===== src/rtl/seq_detector_101_pkg.sv =====
// Shared state encodings for the "101" serial pattern detectors.
package seq_detector_101_pkg;

  localparam int unsigned MEALY_STATE_W = 2;
  localparam int unsigned MOORE_STATE_W = 2;

  // Mealy detector: encoding 2'b11 is unreachable and recovers to idle.
  typedef enum logic [MEALY_STATE_W-1:0] {
    M_IDLE  = 2'd0,
    M_GOT1  = 2'd1,
    M_GOT10 = 2'd2
  } mealy_state_t;

  // Moore detector: S_DET is the one-cycle detect state.
  typedef enum logic [MOORE_STATE_W-1:0] {
    S_IDLE  = 2'd0,
    S_GOT1  = 2'd1,
    S_GOT10 = 2'd2,
    S_DET   = 2'd3
  } moore_state_t;

endpackage


===== src/rtl/seq_detector_101_mealy.sv =====
// Mealy "101" detector: flags while the final '1' is on x, before it is sampled.
module mealy_fsm_101
  import seq_detector_101_pkg::*;
#(
  parameter bit OVERLAP = 1'b1
) (
  input  logic clk,
  input  logic reset_n,
  input  logic x,
  output logic y
);

  mealy_state_t state_q, state_d;

  // State register; reset discards any partial match immediately.
  always_ff @(posedge clk or negedge reset_n) begin
    if (!reset_n) state_q <= M_IDLE;
    else          state_q <= state_d;
  end

  // Next-state logic; the unused encoding falls back to idle.
  always_comb begin
    state_d = M_IDLE;
    case (state_q)
      M_IDLE:  state_d = x ? M_GOT1 : M_IDLE;
      M_GOT1:  state_d = x ? M_GOT1 : M_GOT10;
      M_GOT10: state_d = (x && OVERLAP) ? M_GOT1 : M_IDLE;
      default: state_d = M_IDLE;
    endcase
  end

  // Idle gates x off, so an unknown x during reset never reaches y.
  assign y = (state_q == M_GOT10) && x;

endmodule


===== src/rtl/seq_detector_101_moore.sv =====
// Moore "101" detector: flags for one cycle in S_DET, after the match is sampled.
module moore_fsm_101
  import seq_detector_101_pkg::*;
#(
  parameter bit OVERLAP = 1'b1
) (
  input  logic clk,
  input  logic reset_n,
  input  logic x,
  output logic y
);

  moore_state_t state_q, state_d;

  // State register; reset discards any partial match immediately.
  always_ff @(posedge clk or negedge reset_n) begin
    if (!reset_n) state_q <= S_IDLE;
    else          state_q <= state_d;
  end

  // Next-state logic; S_DET keeps the trailing "10" only when overlapping.
  always_comb begin
    state_d = S_IDLE;
    case (state_q)
      S_IDLE:  state_d = x ? S_GOT1 : S_IDLE;
      S_GOT1:  state_d = x ? S_GOT1 : S_GOT10;
      S_GOT10: state_d = x ? S_DET  : S_IDLE;
      S_DET:   state_d = x ? S_GOT1 : (OVERLAP ? S_GOT10 : S_IDLE);
      default: state_d = S_IDLE;
    endcase
  end

  // Output decoded from the registered state only.
  assign y = (state_q == S_DET);

endmodule


===== src/rtl/seq_detector_101.sv =====
// "101" pattern strobe source: Mealy (same-cycle) and Moore (next-cycle) flags.
module seq_detector_101
  import seq_detector_101_pkg::*;
#(
  parameter bit OVERLAP = 1'b1
) (
  input  logic clk,
  input  logic reset_n,
  input  logic x,
  output logic y_mealy,
  output logic y_moore
);

  mealy_fsm_101 #(.OVERLAP(OVERLAP)) u_mealy (
    .clk     (clk),
    .reset_n (reset_n),
    .x       (x),
    .y       (y_mealy)
  );

  moore_fsm_101 #(.OVERLAP(OVERLAP)) u_moore (
    .clk     (clk),
    .reset_n (reset_n),
    .x       (x),
    .y       (y_moore)
  );

endmodule


===== config.mk =====
export PLATFORM = sky130hd
export DESIGN_NAME = seq_detector_101
export DESIGN_NICKNAME = d
export VERILOG_FILES = /design/src/rtl/seq_detector_101_pkg.sv /design/src/rtl/seq_detector_101_mealy.sv /design/src/rtl/seq_detector_101_moore.sv /design/src/rtl/seq_detector_101.sv
export SDC_FILE = /design/constraint.sdc
export NUM_CORES = 1
export LEC_CHECK = 0
export ABC_AREA = 1
export CORE_AREA = 5 5 42 44
export CTS_CLUSTER_DIAMETER = 120
export DETAILED_ROUTE_END_ITERATION = 10
export DIE_AREA = 0 0 47 49
export GPL_ROUTABILITY_DRIVEN = 1
export GPL_TIMING_DRIVEN = 0
export PLACE_DENSITY = 0.32
export SETUP_SLACK_MARGIN = 0.1
export SLEW_MARGIN = 20
export SYNTH_ARGS = -nofsm -noshare
export SYNTH_HDL_FRONTEND = slang
export SYNTH_SLANG_ARGS = --single-unit

===== constraint.sdc =====
create_clock -name clk -period 0.8 [get_ports clk]
set_input_delay 0.16 -clock clk [delete_from_list [all_inputs] [get_ports clk]]
set_output_delay 0.16 -clock clk [all_outputs]
set_load 0.005 [all_outputs]

## Yosys cells after proc, flatten, opt, wreduce, memory -nomap -nowiden

Cells that the tools add are included.

| word-level totals | value |
|---|---|
| bits of input ports | 3 |
| register bits after elaboration | 4 |
| output and inout bits | 2 |
| logic and storage cells | 17 |

| cells by class | value |
|---|---|
| multiplexer cells | 5 |
| reduce and logical (&&, ||, !) cells | 5 |
| eq/ne operators | 5 |

Operators by type and width:

| kind | number |
|---|---|
| 2-bit equality test, second input constant | 3 |
| 2-bit case mux with 3 select lines | 1 |
| 2-bit by 1-bit equality test with 1-bit output, second input constant | 2 |
| 2-bit logical NOT | 2 |
| 2-bit two-way mux | 2 |
| 2-bit case mux with 2 select lines | 1 |
| 2-bit OR reduction | 2 |
| 1-bit logical AND | 1 |
| 1-bit two-way mux | 1 |

## Depth between registers and ports, before layout

| logic depth | value |
|---|---|
| depth in word-level cells | 3 |
| depth in mapped cells | 3 |
| gate-level depth less buffers | 3 |

## Cells and area by module

A second synthesis with hierarchy kept.

| unflattened totals | value |
|---|---|
| cell total of the unflattened synthesis | 20 |
| area total of the unflattened synthesis | 163.9 um^2 |

Modules (own cells, without submodules):

| module | instances | sequential area each (um^2) | area an instance (um^2) | cells each |
|---|---|---|---|---|
| mealy_fsm_101 | 1 | 50.0 | 82.6 | 10 |
| moore_fsm_101 | 1 | 50.0 | 81.3 | 10 |

## Worst setup path before layout

OpenSTA, ideal clock, no wires.

| timing path | value |
|---|---|
| path type | reg-to-output |
| start | reg u_mealy.state_q[0] |
| end | out y_mealy |
| arrival time | 0.573 ns |
| cell stages (with the launch flop) | 4 |
| buffers on the path | 0 |
| required time | 0.640 ns |
| path slack | 0.067 ns |
| cell sequence | dfrtp_1 inv_1 nand2_1 nor2_1 |

| between the ends | value |
|---|---|
| longest elaborated chain between the ends | 2 |

Ends and longest elaborated chain:

| what | RTL line | text |
|---|---|---|
| from (decl) | seq_detector_101_mealy.sv:13 | `mealy_state_t state_q, state_d;` |
| from (signal assigned) | seq_detector_101_mealy.sv:18 | `else state_q <= state_d;` |
| 2-bit equality test | seq_detector_101_mealy.sv:33 | `assign y = (state_q == M_GOT10) && x;` |
| 1-bit logical AND | seq_detector_101_mealy.sv:33 |  |
| to (decl) | seq_detector_101.sv:10 | `output logic y_mealy,` |

No other way between the ends.

## Worst setup path after layout

Same ends and word-level chain as after synthesis.

==> reports/metrics.yaml <==
critical_path:
  start_kind: "flip-flop"
  ff2ff_setup_slack_ns: -0.25
  rr_worst_depth: 6
  required_ns: 0.64
  cp_cell_sequence: "inv_2, nand2_2, nor2_1, buf_2"
  cp_slowest_cell: "dfrtp_1"
  cp_data_arrival_time_ns: 0.91
  r2r-start: "u_mealy.state_q[0]"
  end_kind: "output port"
  slowest_delay_ns: 0.38
  critPathKind: "flip-flop to output port"
  critPathMaxFanout: 2
  reg2reg_to: "u_mealy.state_q[1]"
power:
  swShare_pct: 21.58
  power_frac_seq_pct: 40.5
  power_density_nw_per_um2: 1820
  switching_power_uw: 120.4
  power.internal_uw: 437.6
  power.leakage_uw: 0.0001653
  irDropWorstVdd_mv: 0.5826
  clockPowerShare_pct: 43.9
  combPwrFrac_pct: 15.6
floorplan:
  dieArea_sq_um: 2303
  die_h_um: 49
  rows: 14
  initial_core_util_pct: 11.16
  die_x_um: 47
  core_sq_um: 1401
  io_pins: 5
placed_design:
  dp_hpwl_um: 236.9
  placedInstanceArea_sq_um: 216.5
  portBuffers: 4
  place_inst: 37
  gp_congestion: 0.6623
drt:
  via_per_inst: 3.625
  wire_per_inst_um: 9.000
  antenna_left: 0
  drc: 0
  drtPass1Iterations: 4
  drtIter0Drc: 4
  vias: 174
  wl_um: 432
timing:
  slew_headroom_pct: 86.52
  tightestPinTransition_ns: 0.2022
  fin_ws_ns: -0.2725
  whs_ns: 0.1345
  skew_ns: 0.00003550
  period_share_pct: 134.1
  period_minus_slack_ns: 1.073
  setup_viol: 5
  final_hold_viol_count: 0
  rsz0062_at_grt: "yes"
  fmax_ghz: 0.9324
  slew_viol_final: 0
global_routing:
  grt_pass1_wl_um: 724
  use_met2_pct: 5.882
  gr-total-overflow: 0
  grt_use_total_pct: 4.664
  grt_util_met1_pct: 4.667
  grt.busiest_layer: "met3"
  antenna_found_initial: 0
  grtUsageMet3_pct: 5.904
  first_global_vias: 190
  grt_max_degree: 5
logic_synthesis:
  synth_top_family_by_area: "simple AND/OR/NAND/NOR gates"
  yosys.area_share.adder_pct: 0
  synth_area_leaders: "dfrtp_1 64%, nand2_1 9.6%, inv_1 7.2%"
  synth-seq-cells: 4
  synthCells: 17
  yosysTopAreaCell: "dfrtp_1"
  synth.distinct_cells: 9
  synth-compound-area-share_pct: 5.600
  synth_top_area_share_pct: 64.00
  yosysWarnings: 0
  synthMuxAreaShare_pct: 0
  synth_area_sq_um: 156.4
  syn_area_per_cell_sq_um: 9.200
  syn_nets: 20
  synthXorXnorAreaFrac_pct: 0
  yosysSeqAreaShare_pct: 64.00
  yosys.area_share.simple_pct: 18.40
final_layout:
  fin_cells: 48
  final_layout_size_suffix_gt1_share_pct: 59.38
  syn2layout_area_growth_pct: 96.00
  final_cell_mix: "5 x buf_4, 4 x dfrtp_1"
  diodes: 0
  final_area_sq_um: 306.5
  fin_util_pct: 21.88
  layout_commonest_cell: "buf_4"
  regArea_sq_um: 100.1
  fillers: 164
  nNetsFinal: 37
  multi_input_area_sq_um: 45.04
clocking:
  htreeDepth: 1
  clkTransAtPathRegs_ns: 0.03
  cts_hold_buf: 0
  cts_root_buf: "clkbuf_4"
  cts_buffer_depth: 2
  clkSinkCount: 4
  cts-buffers-inserted: 3
  cts_tree: "done"
  clk_latency_ns: 0.23
hold_path:
  hold_path.class: "input pin to asynchronous set/reset pin"
outcome:
  failed_checks: "setup timing"
  status: "finished with violations"
run:
  maxCapViolCount: 0
[layer usage]
layer  vias to the layer above  wire length [um]
met3                         4                57
met1                        79               167
li1                         80                 -
met4                         0                20
met5                         -                 0
met2                        11               186
[synthesized netlist by cell type]
| library cell | instances |
|---|---|
| nand2_1 | 4 |
| inv_1 | 3 |
| inv_2 | 1 |
| dfrtp_1 | 4 |
| a21oi_2 | 1 |
| nand3_1 | 1 |
| nor2_1 | 1 |
| clkbuf_1 | 1 |
| nor3_1 | 1 |
[final cells by class]
cell class,instances,area share (%)
Buffer,1,1.224
Tap cell,16,6.531
Sequential cell,4,32.65
Inverter,4,4.898
Clock buffer,3,7.347
Timing Repair Buffer,12,32.65
Multi-Input combinational cell,8,14.69
[sequential cells by signal, indices dropped and copies added, names as in the netlist]
register         flops
u_mealy.state_q      2
u_moore.state_q      2
[logic make-up (layout without fill, tap and decap cells)]
logic type | count (synthesis) | count (layout)
AO/OA/AOI/OAI | 1 | 1
buffers and inverters | 5 | 20
flip-flops | 4 | 4
AND/OR/NAND/NOR | 7 | 7
[per-stage QoR]
step / TNS (ns) / setup slack, ns / power (uW)
after floorplan: 0 / 0.06650 / 243.4
after global placement: -1.561 / -0.7478 / 268.4
after detailed placement: -1.634 / -0.7384 / 271.2
after CTS: -0.7479 / -0.2846 / 548.7
after global routing: -0.9864 / -0.3344 / 608.0
final: -0.7385 / -0.2725 / 558.0
[power groups by stage]
| stage | logic, uW | clock network (uW) | registers, uW |
|---|---|---|---|
| finish | 87.0 | 245 | 226 |
| global placement | 41.9 | 0 | 227 |
| global route | 95.1 | 286 | 227 |
| CTS | 68.8 | 256 | 224 |
| floorplan | 17.6 | 0 | 226 |
| detailed placement | 44.0 | 0 | 227 |
[timing repair]
item,4_1_cts,5_1_grt
buffers inserted,6,2
pin swaps,2,2
resized for setup,11,5
setup endpoints to repair,5,5
[worst max-delay path by stage]
stage / end / cells past startpoint / from
after floorplan: y_mealy / 3 / u_mealy.state_q[0]
after global placement: y_mealy / 4 / x
after detailed placement: y_mealy / 4 / x
after CTS: y_mealy / 4 / u_mealy.state_q[0]
after global routing: y_mealy / 4 / u_mealy.state_q[0]
final: y_mealy / 4 / u_mealy.state_q[0]
[critical path: cells and delay by family, from the launching register on]
kind / cells / cell delay (ns)
DFF: 1 / 0.38
buffers and inverters: 2 / 0.18
and+or+nand+nor: 2 / 0.11
(Power assumes the default switching activity.)
